<file path="src/rtl/or_gate.sv">
// Two-input OR with a registered copy, edge pulses and a saturating
// high-cycle counter.
//
// Ports:
//   clk      - rising-edge clock for every register
//   rst      - asynchronous active-high reset, clears every register
//   a, b     - OR operands
//   clr      - synchronous clear of high_cnt and cnt_sat
//   y        - combinational a | b
//   y_q      - y registered on each rising edge
//   y_rise   - one-cycle pulse when y_q goes 0 -> 1
//   y_fall   - one-cycle pulse when y_q goes 1 -> 0
//   high_cnt - saturating count of cycles with y_q = 1
//   cnt_sat  - high while high_cnt is all-ones
module or_gate #(
  parameter int CNT_W = 16
) (
  input  logic             clk,
  input  logic             rst,
  input  logic             a,
  input  logic             b,
  input  logic             clr,
  output logic             y,
  output logic             y_q,
  output logic             y_rise,
  output logic             y_fall,
  output logic [CNT_W-1:0] high_cnt,
  output logic             cnt_sat
);

  localparam logic [CNT_W-1:0] CNT_MAX = '1;
  localparam logic [CNT_W-1:0] CNT_ONE = CNT_W'(1);

  logic             y_q_q;
  logic             y_q_d;
  logic             y_dly_q;
  logic             y_dly_d;
  logic             y_rise_q;
  logic             y_rise_d;
  logic             y_fall_q;
  logic             y_fall_d;
  logic [CNT_W-1:0] high_cnt_q;
  logic [CNT_W-1:0] high_cnt_d;
  logic             cnt_sat_q;
  logic             cnt_sat_d;

  assign y = a | b;

  always_comb begin
    y_q_d      = y;
    y_dly_d    = y_q_q;
    // Pulses are registered from y_q against its delayed copy, so they
    // trail an input change by two edges.
    y_rise_d   = y_q_q & ~y_dly_q;
    y_fall_d   = ~y_q_q & y_dly_q;
    high_cnt_d = high_cnt_q;
    if (clr) begin
      high_cnt_d = '0;
    end else if (y_q_q && (high_cnt_q != CNT_MAX)) begin
      high_cnt_d = high_cnt_q + CNT_ONE;
    end
    // Flag follows the next count value so it lines up with high_cnt.
    cnt_sat_d  = (high_cnt_d == CNT_MAX);
  end

  always_ff @(posedge clk or posedge rst) begin
    if (rst) begin
      y_q_q      <= 1'b0;
      y_dly_q    <= 1'b0;
      y_rise_q   <= 1'b0;
      y_fall_q   <= 1'b0;
      high_cnt_q <= '0;
      cnt_sat_q  <= 1'b0;
    end else begin
      y_q_q      <= y_q_d;
      y_dly_q    <= y_dly_d;
      y_rise_q   <= y_rise_d;
      y_fall_q   <= y_fall_d;
      high_cnt_q <= high_cnt_d;
      cnt_sat_q  <= cnt_sat_d;
    end
  end

  assign y_q      = y_q_q;
  assign y_rise   = y_rise_q;
  assign y_fall   = y_fall_q;
  assign high_cnt = high_cnt_q;
  assign cnt_sat  = cnt_sat_q;

endmodule

</file>
<file path="config.mk">
export PLATFORM = sky130hd
export DESIGN_NAME = or_gate
export DESIGN_NICKNAME = d
export VERILOG_FILES = /design/src/rtl/or_gate.sv
export SDC_FILE = /design/constraint.sdc
export NUM_CORES = 1
export LEC_CHECK = 0
export ABC_AREA = 1
export CAP_MARGIN = 30
export CORE_MARGIN = 2
export CORE_UTILIZATION = 56
export CTS_CLUSTER_SIZE = 16
export DETAILED_ROUTE_END_ITERATION = 8
export DONT_BUFFER_PORTS = 1
export HOLD_SLACK_MARGIN = 0.05
export PLACE_DENSITY = 0.74
export SLEW_MARGIN = 20
export SYNTH_ARGS = -nofsm -noshare
export SYNTH_HDL_FRONTEND = slang
export SYNTH_SLANG_ARGS = --single-unit
</file>
<file path="constraint.sdc">
create_clock -name clk -period 2 [get_ports clk]
set_clock_uncertainty 0.15 [all_clocks]
set_input_delay 0.4 -clock clk [delete_from_list [all_inputs] [get_ports clk]]
set_output_delay 0.4 -clock clk [all_outputs]
set_load 0.02 [all_outputs]
</file>
### Word-level counts from Yosys, hierarchy flattened

Index checks and enable logic that the tools add are counted.

| storage, ports and cells | value |
|---|---|
| bits of input ports | 5 |
| bits in latches | 0 |
| logic and storage cells | 17 |
| ROM bits | 0 |
| memory bits (writable) | 0 |
| output and inout bits | 21 |
| memories kept | 0 |
| register bits after elaboration | 21 |

| cells by class | value |
|---|---|
| bitwise gates (word level) | 5 |
| eq/ne operators | 2 |
| reduce and logical (&&, ||, !) cells | 1 |
| shifts and indexed selects | 0 |
| muxes and demuxes | 2 |
| divide/modulo/power cells | 0 |
| magnitude comparators | 0 |
| add/subtract/negate cells | 1 |
| multipliers | 0 |

Operators with widths:

| cell | number |
|---|---|
| 16-bit 2-to-1 mux | 2 |
| 16-bit by 1-bit adder with 16-bit output (second input constant) | 1 |
| 16-bit == test (second input constant) | 1 |
| 16-bit != test (second input constant) | 1 |
| 1-bit bitwise AND | 2 |
| 1-bit NOT | 2 |
| 1-bit logical AND | 1 |
| 1-bit OR | 1 |

### Depth between registers and ports, before layout

Gate-level depths: netlist (run 1).

| depth | value |
|---|---|
| depth in word-level cells | 5 |
| depth in mapped cells | 13 |
| depth with buffers taken out | 13 |

### Worst setup path before layout (run 1)

Ideal clock, no wire load.

| timing | value |
|---|---|
| path type | reg2reg |
| start point | register high_cnt_q[0], in the netlist high_cnt[0] |
| end point | register cnt_sat_q, in the netlist cnt_sat |
| path buffers | 0 |
| clock period less this slack | 1.998 ns |
| library setup time | 0.071 ns |
| slack | 0.002 ns |
| data arrival time | 1.777 ns |
| cell stages (with the launch flop) | 13 |
| required time | 1.779 ns |
| cell sequence | dfrtp_1 -> ha_1 -> nand2_1 -> nor2_2 -> nand2_4 -> nor2_1 -> nor2_2 -> nand2_1 -> nand2_1 -> nand3_1 -> nor2_1 -> nand2_1 -> nor2_1 |

| on the way | value |
|---|---|
| cells in the longest elaborated chain, start to end | 5 |
| elaborated cells between the ends (all ways) | 6 |
| classes of those cells | add/sub: 1; eq/ne: 2; mux: 2; reduce/logical: 1 |

RTL lines:

| what | RTL line | source |
|---|---|---|
| from (decl) | 42 | `logic [CNT_W-1:0] high_cnt_q;` |
| from (signal assigned) | 79 | `high_cnt_q <= high_cnt_d;` |
| parallel branches: the longest is 2 deep, another holds 16-bit by 1-bit adder with 16-bit output | - |  |
| 16-bit 2-to-1 mux (*) | 59 | `end else if (y_q_q && (high_cnt_q != CNT_MAX)) begin` |
| 16-bit 2-to-1 mux (*) | 57 | `if (clr) begin` |
| 16-bit == test (*) | 63 | `cnt_sat_d = (high_cnt_d == CNT_MAX);` |
| via cnt_sat_d | 45 | `logic cnt_sat_d;` |
| to (signal assigned) | 80 | `cnt_sat_q <= cnt_sat_d;` |
| to (decl) | 44 | `logic cnt_sat_q;` |

Mark *: on every way through the listed nets, which the timed path passes.

### Final worst setup path (run 1)

| timing | value |
|---|---|
| start point | register high_cnt_q[1], in the netlist high_cnt[1] |
| end point | register cnt_sat_q, in the netlist cnt_sat |

Same word-level chain as after synthesis.

==> results of run 1 <==
[sequential cells by signal, indices dropped and copies added, names as in the netlist]
name and cells:
high_cnt 16, cnt_sat 1, y_dly_q 1, y_fall 1, y_q 1, y_rise 1
[Yosys cell counts, drive strengths merged]
cell type	n
or2	1
nand3b	4
nor2	36
and2	1
inv	20
clkbuf	2
a21oi	11
clkinv	2
dfrtp	21
o21ai	4
xnor2	2
xor2	3
ha	1
nand2	74
nand3	17
o21bai	1
nand4	3
[power breakdown]
| group | leakage (nW) | switching [W] | total [W] | internal (W) |
|---|---|---|---|---|
| Clock | 0.0150 | 0.000128 | 0.000206 | 0.0000780 |
| Combinational | 0.542 | 0.0000743 | 0.000120 | 0.0000452 |
| Sequential | 0.272 | 0.0000161 | 0.000451 | 0.000435 |
| Total | 0.829 | 0.000219 | 0.000776 | 0.000558 |
[worst reg2reg max path, stage by stage (launching register included)]
cell and delay, ns:
dfrtp_1 0.41, ha_4 0.17, nand2_2 0.07, nor2_4 0.13
nand2_4 0.11, o21ai_2 0.23, nand2_1 0.12, nand2_1 0.08
nand3_1 0.10, nor2_1 0.14, nand2_1 0.07, nor2_1 0.08
[timing repair]
item / in CTS / in global routing
cloned: 0 / 1
setup endpoints to repair: 1 / 1
pin swaps: 0 / 9
hold buffers: 2 / 0
gates resized for setup: 3 / 23
setup buffers: 0 / 4
hold endpoints to repair: 21 / 0
[cells by family (layout without fill, tap and decap cells)]
family	count (synthesis)	after routing	share of synthesized area [%]
buffers and inverters	24	54	6.58
XOR/XNOR	5	5	3.20
adder cells (fa/ha/maj)	1	1	0.913
AO/OA/AOI/OAI	16	17	6.85
flip-flops	21	21	38.4
AND/OR/NAND/NOR	136	136	44.1
[metal layers]
layer  track usage, %  share of wire (%)  wire (µm)
met2             47.3                 49       1890
met3             3.39                7.2        276
met5                0                  0          0
met1             37.3                 40       1530
met4             8.97                3.2        123
[path summary, 6_finish.rpt]
kind,startpoint,endpoint,cells after the start
setup reg to reg,high_cnt[1]$_DFF_PP0_,cnt_sat$_DFF_PP0_,11
setup / recovery,high_cnt[1]$_DFF_PP0_,cnt_sat$_DFF_PP0_,11
max in group asynchronous,rst,high_cnt[4]$_DFF_PP0_,3
min in group asynchronous,rst,y_rise$_DFF_PP0_,2
hold reg to reg,y_dly_q$_DFF_PP0_,y_rise$_DFF_PP0_,1
hold / removal,clr,high_cnt[5]$_DFF_PP0_,2
[stage by stage]
step	cells	area [µm²]	worst slack (ns)	util [%]	total power, W
floorplan	203	1370	0.00205	-	0.000513
global placement	251	1560	0.0346	69.3	0.000541
detailed placement	251	1560	-0.0765	69.3	0.000544
CTS	257	1620	0.00529	71.8	0.000759
global route	262	1740	-0.0367	77.2	0.000813
finish	262	1740	0.0786	77.2	0.000776
[final cells by class]
cell class              instances  area, µm²
inverters                      22       82.6
flip-flops and latches         21        533
repair buffers                 28        226
fillers                       163        513
well taps                      28       35.0
multi-input cells             159        838
clock buffers                   4       26.3
==> results.ini, run 1 <==
[sta]
setup_violations = 0
period_minus_slack_ns = 1.92
tightestPinTransition_ns = 0.468
final_hold_viol_count = 0
relSlewSlack_pct = 68.7
maxSlewViolCount = 0
layout_worst_path_cycle_share_pct = 96.1
setup_tns_ns = 0
clock.fmax_ghz = 0.520
hold_ws_ns = 0.114

[worst_setup_path]
critPathMostFrequentCell = nand2_1
cp-end-kind = flip-flop
crit_buf_inv = 0
path_delay_family = simple AND/OR/NAND/NOR gates
arrival_ns = 2.02
cpPeakStageDelay_ns = 0.41
setup.reg_to_reg.worst_slack_ns = 0.08
cp.required_ns = 2.10
cp-start-kind = flip-flop
slowest_stage = dfrtp_1
worstSetupPathType = flip-flop to flip-flop
path_cells = ha_4, nand2_2, nor2_4, nand2_4, o21ai_2, nand2_1, nand2_1, nand3_1, nor2_1, nand2_1, nor2_1
critPathMaxFanout = 6

[logic_synthesis]
seq_area_frac_synth_pct = 38.4
synth.net_count = 209
yosysTopAreaCell = dfrtp_1
netlist_instances = 203
synth_cell_types = 24
synth.avg_cell_area_um2 = 6.75
ys_ff_latch = 21
synth_warnings = 0
synth_area_um2 = 1370
synth_area_leaders = dfrtp_1, nand2_1, nor2_1
synth.top_cell.area_share_pct = 38.4

[route]
drc = 0
wl_per_cell_um = 14.6
drtIter0Drc = 78
wirelength_mm = 3.82
avgViaCountPerCell = 5.63
first_pass_iters = 4
route.vias.total = 1475
ant_nets = 0

[place]
dp_hpwl_mm = 2.69
port_buffers = 0
globalplace.congestion = 0.923

[grt]
grt_max_degree = 12
grt_pass1_wl_mm = 5.75
grtUsageTotal_pct = 28.2
grt.overflow.total = 0
grt_pass1_vias = 1284
antenna_found_initial = 0

[cells_and_area]
layout_common_cells = nand2_1, buf_4, nor2_1
fin_nets = 241
diodes = 0
final_common_cell = nand2_1
drive_above_1_share_pct = 26.9
syn2layout_area_growth_pct = 27.1

[die]
core.rowCount = 17
initial_utilization_pct = 60.8
die_w_um = 53.5
core_area_um2 = 2250
die_h_um = 53.5
fp.dieArea_um2 = 2860
io_pins = 26

[pwr]
leakagePower_nw = 0.829
ir_drop_mv = 0.447
power.density_nw_per_um2 = 446

[clock_network]
cts_root_buf = clkbuf_4
clk_latency_ns = 0.31
numCtsBuffers = 3
path_clk_slew_ns = 0.11
htreeDepth = 1
cts_buffer_depth = 2
tritoncts = done
clock_sinks = 21

[status]
status = finished, final reports clean

[min_path]
hold_class = input port to flip-flop

[flow_run]
cap_viol_max_count = 0

Power figures use the tool's default switching activity.
==> inputs of run 2 (changes only) <==
--- a/config.mk
+++ b/config.mk
@@ -8,12 +8,13 @@
 export ABC_AREA = 1
 export CAP_MARGIN = 30
 export CORE_MARGIN = 2
-export CORE_UTILIZATION = 56
+export CORE_UTILIZATION = 59
+export CTS_BUF_LIST = sky130_fd_sc_hd__clkbuf_4
 export CTS_CLUSTER_SIZE = 16
 export DETAILED_ROUTE_END_ITERATION = 8
 export DONT_BUFFER_PORTS = 1
 export HOLD_SLACK_MARGIN = 0.05
-export PLACE_DENSITY = 0.74
+export PLACE_DENSITY = 0.78
 export SLEW_MARGIN = 20
 export SYNTH_ARGS = -nofsm -noshare
 export SYNTH_HDL_FRONTEND = slang
==> run 2 against run 1 <==
Effect of this change: first-iteration DRC count increased by 31%; register-to-register slack got worse by 0.05 ns; clock power increased by 7%; sequential share of layout area increased by 0.36 points.
==> results.ini, run 2 (same netlist as run 1, synthesis figures left out) <==
[status]
status = finished, final reports clean

[clock_network]
tritoncts = done
numCtsBuffers = 3  ; unchanged
clock_sinks = 21  ; unchanged
htreeDepth = 1  ; unchanged
cts_buffer_depth = 2  ; unchanged
clk_latency_ns = 0.31  ; about the same
cts_root_buf = clkbuf_4
path_clk_slew_ns = 0.11  ; about the same

[cells_and_area]
diodes = 0  ; unchanged
fillCellCount = 157  ; -3.7%
drive_above_1_share_pct = 25.8  ; -1.2 points
final_util_pct = 77.3  ; about the same
design_area_um2 = 1710  ; -1.9%
final_common_cell = nand2_1
largest_reg_flops = 16  ; unchanged
layout_common_cells = nand2_1, buf_4, nor2_1
fin_nets = 240  ; -0.41%
syn2layout_area_growth_pct = 24.7

[worst_setup_path]
cp-end-kind = flip-flop
cp-start-kind = flip-flop
arrival_ns = 2.07  ; +0.05 ns
cp.required_ns = 2.10  ; about the same
critPathMaxFanout = 6  ; unchanged
worstSetupPathType = flip-flop to flip-flop
reg2reg_depth = 12  ; +1

[place]
dpl_worst_slack_ns = -0.0647  ; +0.0119 ns
globalplace.congestion = 0.933  ; +1.1%
port_buffers = 0  ; unchanged
dp_hpwl_mm = 2.65  ; -1.4%
place_area_um2 = 1560  ; -0.48%

[route]
wirelength_mm = 3.99  ; +4.6%
drc = 0  ; unchanged
drtIter0Drc = 102  ; +31%
avgViaCountPerCell = 5.92  ; +5.2%
ant_nets = 0  ; unchanged
first_pass_iters = 5  ; +1
route.vias.total = 1546  ; +4.8%
wl_per_cell_um = 15.3  ; +5.0%

[min_path]
min_path_cells = 2  ; unchanged
hold_class = input port to flip-flop

[sta]
final.setup.worst_slack_ns = 0.0281  ; -0.0505 ns
layout_worst_path_cycle_share_pct = 98.6  ; +2.5 points
setup_violations = 0  ; unchanged
rsz0062_at_grt = true
tightestPinTransition_ns = 0.520  ; +0.0515 ns
maxSlewViolCount = 0  ; unchanged
period_minus_slack_ns = 1.97  ; +0.0505 ns
relSlewSlack_pct = 65.2  ; -3.4 points
clock.fmax_ghz = 0.507  ; -2.6%
final_hold_viol_count = 0  ; unchanged
hold_ws_ns = 0.104  ; -0.00963 ns

[grt]
grt.overflow.total = 0  ; unchanged
antenna_found_initial = 0  ; unchanged
grt_max_degree = 12  ; unchanged
grt_pass1_vias = 1404  ; +9.3%
grt_pass1_wl_mm = 6.10  ; +6.1%
grtUsageTotal_pct = 30.9  ; +2.7 points

[die]
die_w_um = 52.2  ; -2.4%
io_pins = 26  ; unchanged
core_area_um2 = 2210  ; -1.9%
initial_utilization_pct = 61.9  ; +1.2 points
core.rowCount = 17  ; unchanged
die_h_um = 52.2  ; -2.4%
fp.dieArea_um2 = 2720  ; -4.7%

[pwr]
leakagePower_nw = 0.845  ; +1.9%
power.density_nw_per_um2 = 455  ; +2.2%
power.total_w = 0.000778  ; +0.26%
ir_drop_mv = 0.454  ; +1.5%

[flow_run]
cap_viol_max_count = 0  ; unchanged

==> run 2: cell count changes in the layout (fill, tap and decap cells not counted), sizes merged <==
cell | previous run | this run
buf | 26 | 24
nor2 | 36 | 37
==> run 2: metal layers <==
layer | global-route usage (%) | vias to the layer above | share of wire (%)
li1 | - | 698 | -
met1 | 37.8 | 708 | 38
met2 | 51.9 | 114 | 47
met3 | 5.71 | 26 | 11
met4 | 15.8 | 0 | 4.4
met5 | 0 | - | 0
==> run 2: worst max-delay path: stages, from the launching register on <==
cell and delay (ns):
dfrtp_1 0.42, ha_4 0.16, nand2_1 0.05, nor2_2 0.15
nand2_4 0.13, buf_4 0.16, xnor2_1 0.14, nand2_1 0.09
nand2_1 0.06, nand3_1 0.07, nor2_1 0.15, nand2_1 0.08
nor2_2 0.11
==> run 2: cell type report <==
class / count / area [µm²] / area share [%]
flip-flops and latches: 21 / 529 / 31.0
clock buffers: 4 / 30.0 / 1.76
well taps: 28 / 35.0 / 2.05
inverters: 22 / 82.6 / 4.83
multi-input cells: 160 / 832 / 48.7
repair buffers: 26 / 200 / 11.7
==> run 2: where the power goes <==
group          switching [W]  internal (W)  total [W]
Clock               0.000129     0.0000915   0.000221
Sequential         0.0000155      0.000435   0.000450
Combinational      0.0000709     0.0000364   0.000107
==> run 2: timing repair <==
action,in CTS,in global routing
gates cloned,0,2
endpoints found under the setup margin,1,1
setup buffers,3,1
hold endpoints to repair,21,0
hold buffers,2,0
resized for setup,6,13
pin swaps,5,11
==> run 2: worst paths after layout <==
kind	startpoint	slack, ns	end
setup / recovery	high_cnt[1]$_DFF_PP0_	0.03	cnt_sat$_DFF_PP0_
hold / removal	clr	0.10	high_cnt[5]$_DFF_PP0_
setup reg to reg	high_cnt[1]$_DFF_PP0_	0.03	cnt_sat$_DFF_PP0_
hold reg to reg	y_dly_q$_DFF_PP0_	0.29	y_rise$_DFF_PP0_
max in group asynchronous	rst	0.83	high_cnt[9]$_DFF_PP0_
min in group asynchronous	rst	0.36	y_rise$_DFF_PP0_
==> run 2: per-stage QoR <==
stage / setup TNS [ns] / cells
floorplan: 0 / 203
global placement: 0 / 250
detailed placement: -0.0647 / 250
CTS: 0 / 258
global route: -0.0691 / 261
finish: 0 / 261
